$ cat config.mk
export PLATFORM = sky130hd
export DESIGN_NAME = uart_cmd_decoder
export DESIGN_NICKNAME = d
export VERILOG_FILES = /design/src/rtl/uart_cmd_decoder.sv
export SDC_FILE = /design/constraint.sdc
export NUM_CORES = 1
export LEC_CHECK = 0
export ABC_CLOCK_PERIOD_IN_PS = 2500
export CORE_MARGIN = 2
export CORE_UTILIZATION = 45
export CTS_CLUSTER_DIAMETER = 200
export DETAILED_ROUTE_END_ITERATION = 6
export PLACE_DENSITY = 0.82
export SYNTH_ARGS = -nofsm -noshare
export SYNTH_HDL_FRONTEND = slang
export SYNTH_SLANG_ARGS = --single-unit
export TNS_END_PERCENT = 10
$ cat constraint.sdc
create_clock -name clk -period 2.5 [get_ports clk]
set_clock_uncertainty 0.1 [all_clocks]
set_input_delay 0.75 -clock clk [delete_from_list [all_inputs] [get_ports clk]]
set_output_delay 0.75 -clock clk [all_outputs]
set_load 0.005 [all_outputs]
$ cat src/rtl/uart_cmd_decoder.sv
// uart_cmd_decoder: turns RX FIFO bytes into stopwatch/watch control pulses.
// Define CMD_ECHO_EN to echo every consumed byte back into the TX FIFO.
module uart_cmd_decoder (
    input  logic       clk,
    input  logic       reset,
    input  logic       rx_empty,
    input  logic [7:0] rx_pop_data,
    output logic       rx_pop,
    input  logic       tx_full,
    output logic       tx_push,
    output logic [7:0] tx_push_data,
    output logic       o_clear,
    output logic       o_runstop,
    output logic       o_up,
    output logic       o_down,
    output logic [1:0] o_sw,
    output logic       o_sw_setting,
    output logic       cmd_err
);

`ifdef CMD_ECHO_EN
    typedef enum logic [1:0] {
        IDLE   = 2'd0,
        DECODE = 2'd1,
        ECHO   = 2'd2,
        WAIT   = 2'd3
    } state_t;
`else
    typedef enum logic [1:0] {
        IDLE   = 2'd0,
        DECODE = 2'd1,
        WAIT   = 2'd3
    } state_t;
`endif

    state_t     state_q, state_d;
    logic [7:0] cmd_q, cmd_d;
    logic       rx_pop_q, rx_pop_d;
    logic       clear_q, clear_d;
    logic       runstop_q, runstop_d;
    logic       up_q, up_d;
    logic       down_q, down_d;
    logic [1:0] sw_q, sw_d;
    logic       set_q, set_d;
    logic       err_q, err_d;
    logic [7:0] cmd_uc;

    // Fold lower-case letters onto upper case so the table is case-insensitive.
    assign cmd_uc = (cmd_q >= 8'h61 && cmd_q <= 8'h7A) ? cmd_q - 8'h20 : cmd_q;

`ifdef CMD_ECHO_EN
    logic       tx_push_q, tx_push_d;
    logic [7:0] tx_data_q, tx_data_d;

    assign tx_push      = tx_push_q;
    assign tx_push_data = tx_data_q;
`else
    logic unused_tx_full;

    assign unused_tx_full = tx_full;
    assign tx_push        = 1'b0;
    assign tx_push_data   = 8'h00;
`endif

    assign rx_pop       = rx_pop_q;
    assign o_clear      = clear_q;
    assign o_runstop    = runstop_q;
    assign o_up         = up_q;
    assign o_down       = down_q;
    assign o_sw         = sw_q;
    assign o_sw_setting = set_q;
    assign cmd_err      = err_q;

    // Next-state and registered-output logic; pulses default low each cycle.
    always_comb begin
        state_d   = state_q;
        cmd_d     = cmd_q;
        rx_pop_d  = 1'b0;
        clear_d   = 1'b0;
        runstop_d = 1'b0;
        up_d      = 1'b0;
        down_d    = 1'b0;
        sw_d      = sw_q;
        set_d     = set_q;
        err_d     = 1'b0;
`ifdef CMD_ECHO_EN
        tx_push_d = 1'b0;
        tx_data_d = tx_data_q;
`endif
        unique case (state_q)
            IDLE: begin
                if (!rx_empty) begin
                    cmd_d    = rx_pop_data;
                    rx_pop_d = 1'b1;
                    state_d  = DECODE;
                end
            end
            DECODE: begin
`ifdef CMD_ECHO_EN
                state_d = ECHO;
`else
                state_d = WAIT;
`endif
                case (cmd_uc)
                    8'h43:        clear_d   = 1'b1;
                    8'h52:        runstop_d = 1'b1;
                    8'h55:        up_d      = 1'b1;
                    8'h44:        down_d    = 1'b1;
                    8'h4D:        sw_d      = sw_q + 2'd1;
                    8'h53:        set_d     = ~set_q;
                    8'h0D, 8'h0A: ;
                    default:      err_d     = 1'b1;
                endcase
            end
`ifdef CMD_ECHO_EN
            ECHO: begin
                if (!tx_full) begin
                    tx_push_d = 1'b1;
                    tx_data_d = cmd_q;
                    state_d   = WAIT;
                end
            end
`endif
            WAIT: begin
                state_d = IDLE;
            end
            default: begin
                state_d = IDLE;
            end
        endcase
    end

    // State and output registers with synchronous reset.
    always_ff @(posedge clk) begin
        if (reset) begin
            state_q   <= IDLE;
            cmd_q     <= 8'h00;
            rx_pop_q  <= 1'b0;
            clear_q   <= 1'b0;
            runstop_q <= 1'b0;
            up_q      <= 1'b0;
            down_q    <= 1'b0;
            sw_q      <= 2'b00;
            set_q     <= 1'b0;
            err_q     <= 1'b0;
        end else begin
            state_q   <= state_d;
            cmd_q     <= cmd_d;
            rx_pop_q  <= rx_pop_d;
            clear_q   <= clear_d;
            runstop_q <= runstop_d;
            up_q      <= up_d;
            down_q    <= down_d;
            sw_q      <= sw_d;
            set_q     <= set_d;
            err_q     <= err_d;
        end
    end

`ifdef CMD_ECHO_EN
    // Echo push strobe and data registers.
    always_ff @(posedge clk) begin
        if (reset) begin
            tx_push_q <= 1'b0;
            tx_data_q <= 8'h00;
        end else begin
            tx_push_q <= tx_push_d;
            tx_data_q <= tx_data_d;
        end
    end
`endif

endmodule

Yosys cells after proc, flatten, opt, wreduce, memory -nomap -nowiden:

Index checks and enable logic that the tools add are counted.

* word-level logic and storage cells: 45
* output and inout bits: 18
* bits in registers: 19

* order comparisons: 2
* multiplexer cells: 9
* bitwise gates (word level): 4
* eq/ne operators: 10
* reduce and logical (&&, ||, !) cells: 8
* $add $sub $neg: 2

Operators by type and width (number)
* $eq A8 B7 Y1 const B: 6
* $eq A8 B4 Y1 const B: 2
* $ge A8 B7 Y1 const B: 1
* $le A8 B7 Y1 const B: 1
* $mux W8: 1
* $reduce_or A8 Y1: 1
* $sub A8 B6 Y8 const B: 1
* $mux W1: 6
* $reduce_and A2 Y1: 3
* $not A1 Y1: 4
* $pmux W2 S2: 1
* $reduce_or A2 Y1: 2
* $add A2 B1 Y2 const B: 1
* $eq A2 B1 Y1 const B: 1
* $logic_not A2 Y1: 1
* $mux W2: 1
* $ne A2 B2 Y1 const B: 1
* $logic_and A1 B1 Y1: 1

Longest topological paths before layout:

Gate-level depths: netlist (run 1).

* depth after elaboration: 6
* mapped depth: 6

Worst setup path before layout (run 1):

OpenSTA, ideal clock, no wires.

* path type: register to register
* start: register cmd_q[5]
* end: register set_q, in the netlist o_sw_setting
* setup time: 0.070 ns
* cell stages (with the launch flop): 6
* setup slack: 0.437 ns
* arrival: 1.893 ns
* required time: 2.330 ns
* cells stage by stage: dfxtp_1 -> inv_1 -> ha_1 -> o41a_4 -> or4_1 -> a21oi_1

* cells in the longest elaborated chain, start to end: 5
* elaborated cells between the ends (all ways): 7
* those cells by class: add/sub: 1; order compare: 2; eq/ne: 1; mux: 1; reduce/logical: 2

Ends and longest elaborated chain
* from (decl): line 37 `logic [7:0] cmd_q, cmd_d;`
* from (signal assigned): line 148 `cmd_q <= cmd_d;`
* $ge A8 B7 Y1 or $le A8 B7 Y1 (tied branches): line 49 `assign cmd_uc = (cmd_q >= 8'h61 && cmd_q <= 8'h7A) ? cmd_q - 8'h20 : cmd_q;`
* $logic_and A1 B1 Y1: line 49
* $mux W8 (*): line 49
* $eq A8 B7 Y1 (*): line 104 `case (cmd_uc)`
* $reduce_and A2 Y1 (no source line) (*)
* to (signal assigned): line 155 `set_q <= set_d;`
* to (decl): line 44 `logic set_q, set_d;`

Mark *: on every way between the ends. The rest lies on a longest branch, timed or not.
A chain may end at the register's enable or synchronous reset.

Worst setup path after layout (run 1):

Same ends and word-level chain as after synthesis.

==> results of run 1 <==
[metrics by stage]
stage | worst slack (ns) | instance area (um2) | utilization [%]
floorplan | 0.437 | 991 | -
global placement | 0.370 | 1150 | 58.3
detailed placement | 0.337 | 1150 | 58.3
CTS | 0.302 | 1180 | 59.6
global route | 0.183 | 1180 | 59.6
finish | 0.312 | 1180 | 59.6
[flip-flops by register name, indices dropped and copies added, names as in the netlist]
name          count
o_up              1
rx_pop            1
o_runstop         1
o_sw              2
o_clear           1
o_down            1
cmd_err           1
o_sw_setting      1
state_q           2
cmd_q             8
[critical path: stages (launching register included)]
cell     delay (ns)
dfxtp_1        0.43
inv_1          0.11
ha_1           0.33
o41a_4         0.55
or4_1          0.48
a21oi_1        0.14
[final cells by class]
cell class	instances	area (um2)
Tap cell	27	33.8
Clock buffer	4	26.3
Multi-Input combinational cell	87	498
Inverter	6	22.5
Sequential cell	19	380
Timing Repair Buffer	23	220
Fill cell	183	801
[worst paths after layout]
path	depth (start not counted)	to
max	5	o_sw_setting
min	1	state_q[0]
max reg2reg	5	o_sw_setting
min reg2reg	1	state_q[0]
[layout by cell type, fill, tap and decap left out, drive strengths merged, types with 2 or more instances in the layout]
master	netlist	layout
nor3	2	2
nand2	23	23
clkdlybuf4s50	0	19
o21ai	2	2
buf	10	4
conb	1	9
a21oi	14	14
or3	5	5
clkbuf	3	4
inv	6	6
dfxtp	19	19
nor4	3	3
nor2	6	6
nor2b	3	3
nand3	3	3
o31ai	2	2
or4	2	2
[metal layers]
layer,vias to the layer above,part of all wire [%],GRT usage [%]
met1,398,45,22.1
met2,25,51,30.7
met3,2,3.4,1.79
li1,438,-,-
met5,-,0,0
met4,0,0.99,8.33
[cell usage after synthesis, drive strengths merged]
library cell / instances
nor2b: 3
o41ai: 1
o21ai: 2
nand3: 3
conb: 1
or3: 5
nor2: 6
nand3b: 1
inv: 6
o311a: 1
ha: 1
nand2b: 1
o2111ai: 1
nor3b: 1
clkbuf: 3
nor4: 3
or4: 2
buf: 10
o21a: 1
a211oi: 1
nor3: 2
o311ai: 1
a31oi: 1
a21oi: 14
o41a: 1
o31ai: 2
a311o: 1
dfxtp: 19
nand2: 23
[power groups by stage]
stage	Combinational, uW	Clock, uW	Sequential (uW)
2_1_floorplan	74.1	0	333
3_3_place_gp	92.0	0	338
3_5_place_dp	96.4	0	339
4_1_cts	97.7	158	332
5_1_grt	110	173	335
6_report	97.7	154	332
[cell families after synthesis]
family          Yosys count  synth area share (%)
flops                    19                  39.6
simple gates             50                  24.9
buf+inv                  19                  11.7
other cells               1                 0.390
compound gates           27                  22.1
fa+ha+maj                 1                  1.30
==> impl_metrics.toml, run 1 <==
[power]
seqPwrFrac_pct = 56.9
p_sw_share_pct = 27.6
switchingPower_uw = 161
internal_power_uw = 423
p_per_area_nw_per_um2 = 494
total_power_uw = 584
power_frac_comb_pct = 16.7
ir_drop_uv = 346
total_leakage_power_uw = 0.000407
clockPowerShare_pct = 26.3

[synth]
synthTopCellsByArea = "dfxtp_1, nand2_1, buf_4"
syn_area_per_cell_um2 = 8.21
syn_area_um2 = 961
synth.top_cell.area_share_pct = 39.6
seq_area_frac_synth_pct = 39.6
synth.distinct_cells = 31
ys_warn_count = 0
synthCells = 117
synth_top_cell_by_area = "dfxtp_1"
synth.ff_latch_count = 19

[sta]
rsz0062_at_grt = "false"
setup_violations = 0
hold_violations = 0
clock.fmax_mhz = 457
drv_slew = 0
finalSetupTns_ns = 0
whs_ns = 0.382
min_period_over_period_pct = 87.5
period_minus_slack_ns = 2.19

[detailed_routing]
vias = 863
vias_per_cell = 5.20
drc = 0
wl_per_cell_um = 11.5
drtIter0Drc = 10
first_pass_iters = 5
drt.antenna.violating_nets = 0
wirelength_mm = 1.92

[job]
maxCapViolCount = 0

[global_route]
track_usage_pct = 17.8
grt_pass1_wl_mm = 3.51
antenna_found_initial = 0
grt_max_degree = 15
overflow = 0
grt_pass1_vias = 808

[finish]
drive_gt1_share_pct = 7.19
num-nets-final = 153
syn_to_final_growth_pct = 22.9
stdcell_count = 166
antenna_cells = 0

[setup_path]
worstSetupStartpointType = "flop"
critPathArrivalTime_ns = 2.32
rr_startpoint = "cmd_q[5]"
crit_start = "cmd_q[5]"
ff2ff_setup_slack_ns = 0.31
critPathKind = "flop to flop"
worstPathMaxFanout = 10
endpoint_kind = "flop"
crit_required_ns = 2.64

[clock_network]
root_buffer = "clkbuf_4"
cts_tree = "built"
postCtsSetupBuffers = 0
cts_resized = 0
numCtsBuffers = 3
htree_levels = 1
holdBufCountCts = 0
cts_buffer_depth = 2
clkSinkCount = 19
clkSlewWorstSetupHoldPaths_ns = 0.10
clk_latency_ns = 0.29

[hold_path]
min_from = "state_q[1]"
hold_path.class = "flop to flop"

[placed_design]
place_inst = 162
globalplace.congestion = 0.804
io_buffers = 19
hpwlAfterDp_mm = 1.47

[run_status]
outcome = "complete, no violations"

[floorplanning]
ios = 30
start_util_pct = 48.5
die_w_um = 50.2
die_h_um = 50.2
dieArea_um2 = 2520
fp-row-count = 16
fp.coreArea_um2 = 1980
Power figures use the tool's default switching activity.
==> run 2: changes to the inputs <==
Settings changed: CTS_CLUSTER_SIZE from default to 24.
==> results of run 2 <==
No change in the layout: final DEF, timing and power equal those of run 1.
==> run 3: changes to the inputs <==
Settings changed: MAX_ROUTING_LAYER from default to met4, SLEW_MARGIN from default to 10.
==> run 3 against run 2 <==
  * Global-route usage rose by 0.49 points
  * First-iteration DRC count up 40%
  * Wire length grew 0.26%
  * Die area did not move
  * Critical path depth stayed put
  * Largest power group unchanged
  * Highest routed layer unchanged
==> impl_metrics.toml, run 3 (synthesis gave the netlist of run 1 again) <==
[run_status]
outcome = "complete, no violations"

[placed_design]
hpwlAfterDp_mm = 1.47
io_buffers = 19
globalplace.congestion = 0.816

[sta]
finalSetupTns_ns = 0
min_period_over_period_pct = 87.6
drv_slew = 0
clock.fmax_mhz = 456
rsz0062_at_grt = "false"
period_minus_slack_ns = 2.19
hold_violations = 0
setup_violations = 0

[finish]
antenna_cells = 0
drive_gt1_share_pct = 7.19
layout_common_cells = "nand2_1, dfxtp_1, clkdlybuf4s50_1"
num-nets-final = 153
regMostFlops = "cmd_q"
largest_reg_flops = 8
syn_to_final_growth_pct = 22.9
layout_commonest_cell = "nand2_1"

[global_route]
top_usage_layer = "met2"
grt_pass1_vias = 811
grt_pass1_wl_mm = 3.51
grt_max_degree = 15
overflow = 0
use_met2_pct = 30.7
use_met3_pct = 1.79
grtUsageMet1_pct = 22.1
track_usage_pct = 18.3
antenna_found_initial = 0

[floorplanning]
ios = 30
fp.coreArea_um2 = 1980
die_w_um = 50.2
start_util_pct = 48.5
fp-row-count = 16
die_h_um = 50.2
dieArea_um2 = 2520

[power]
ir_drop_uv = 346
p_per_area_nw_per_um2 = 495
total_leakage_power_uw = 0.000407
total_power_uw = 584

[detailed_routing]
drt.antenna.violating_nets = 0
vias = 863
drtIter0Drc = 14
wl_per_cell_um = 11.6
wirelength_mm = 1.92
vias_per_cell = 5.20
first_pass_iters = 4
drc = 0

[job]
maxCapViolCount = 0

[setup_path]
crit_buf_inv = 1
ff2ff_setup_slack_ns = 0.31
rr_startpoint = "cmd_q[5]"
cpPeakStageDelay_ns = 0.55
critPathKind = "flop to flop"
path_delay_family = "compound AO/OA/AOI/OAI gates"
crit_required_ns = 2.64
crit_start = "cmd_q[5]"
r2r_cells = 5
worstSetupStartpointType = "flop"
cp.depth = 5
slowest_stage = "o41a_4"
critPathArrivalTime_ns = 2.33
worstReg2RegEnd = "o_sw_setting"
cp_cell_sequence = "inv_1 -> ha_1 -> o41a_4 -> or4_1 -> a21oi_1"
worstPathMaxFanout = 10
endpoint_kind = "flop"
worstSetupEndpoint = "o_sw_setting"

[clock_network]
cts_resized = 0
postCtsSetupBuffers = 0
clk_latency_ns = 0.29
numCtsBuffers = 3
root_buffer = "clkbuf_4"
htree_levels = 1
holdBufCountCts = 0
clkSinkCount = 19
cts_tree = "built"
cts_buffer_depth = 2
clkSlewWorstSetupHoldPaths_ns = 0.10

[hold_path]
hold_path.class = "flop to flop"
## run 3: cell counts in the layout (fill, tap and decap cells not counted)
Identical to the previous run, type by type.
## run 3: through the flow
stage | setup slack (ns) | area (um2) | hold slack (ns) | instances | utilization, %
6_report | 0.309 | 1180 | 0.382 | 166 | 59.6
3_3_place_gp | 0.370 | 1150 | 0.348 | 162 | 58.3
4_1_cts | 0.302 | 1180 | 0.382 | 166 | 59.6
5_1_grt | 0.183 | 1180 | 0.402 | 166 | 59.6
3_5_place_dp | 0.337 | 1150 | 0.369 | 162 | 58.3
2_1_floorplan | 0.437 | 991 | 0.321 | 125 | -
## run 3: worst register-to-register path, cell delays in order (launching register included)
cell and delay [ns]:
dfxtp_1 0.43, inv_1 0.11, ha_1 0.33, o41a_4 0.55, or4_1 0.48, a21oi_1 0.14
## run 3: routing by layer
metal	vias to the layer above	part of all wire [%]
met4	0	0.99
met3	2	3.3
met5	-	0
li1	439	-
met2	24	51
met1	398	45
## run 3: area by class of cell
class / count / area (um2)
Clock buffer: 4 / 26.3
Fill cell: 183 / 801
Inverter: 6 / 22.5
Multi-Input combinational cell: 87 / 498
Sequential cell: 19 / 380
Tap cell: 27 / 33.8
Timing Repair Buffer: 23 / 220
## run 3: report_power, final
group	switching, uW	total, uW	internal, uW
logic	51.8	97.8	45.9
clock network	91.9	154	62.1
registers	17.4	332	315
total	161	584	423
## run 3: how the worst min path moves through the flow
stage	from	endpoint	slack [ns]	cells past startpoint
floorplan	state_q[1]	state_q[0]	0.32	1
detailed placement	state_q[1]	state_q[0]	0.37	1
CTS	state_q[1]	state_q[0]	0.38	1
finish	state_q[1]	state_q[0]	0.38	1
global placement	state_q[1]	state_q[0]	0.35	1
global route	state_q[1]	state_q[0]	0.40	1
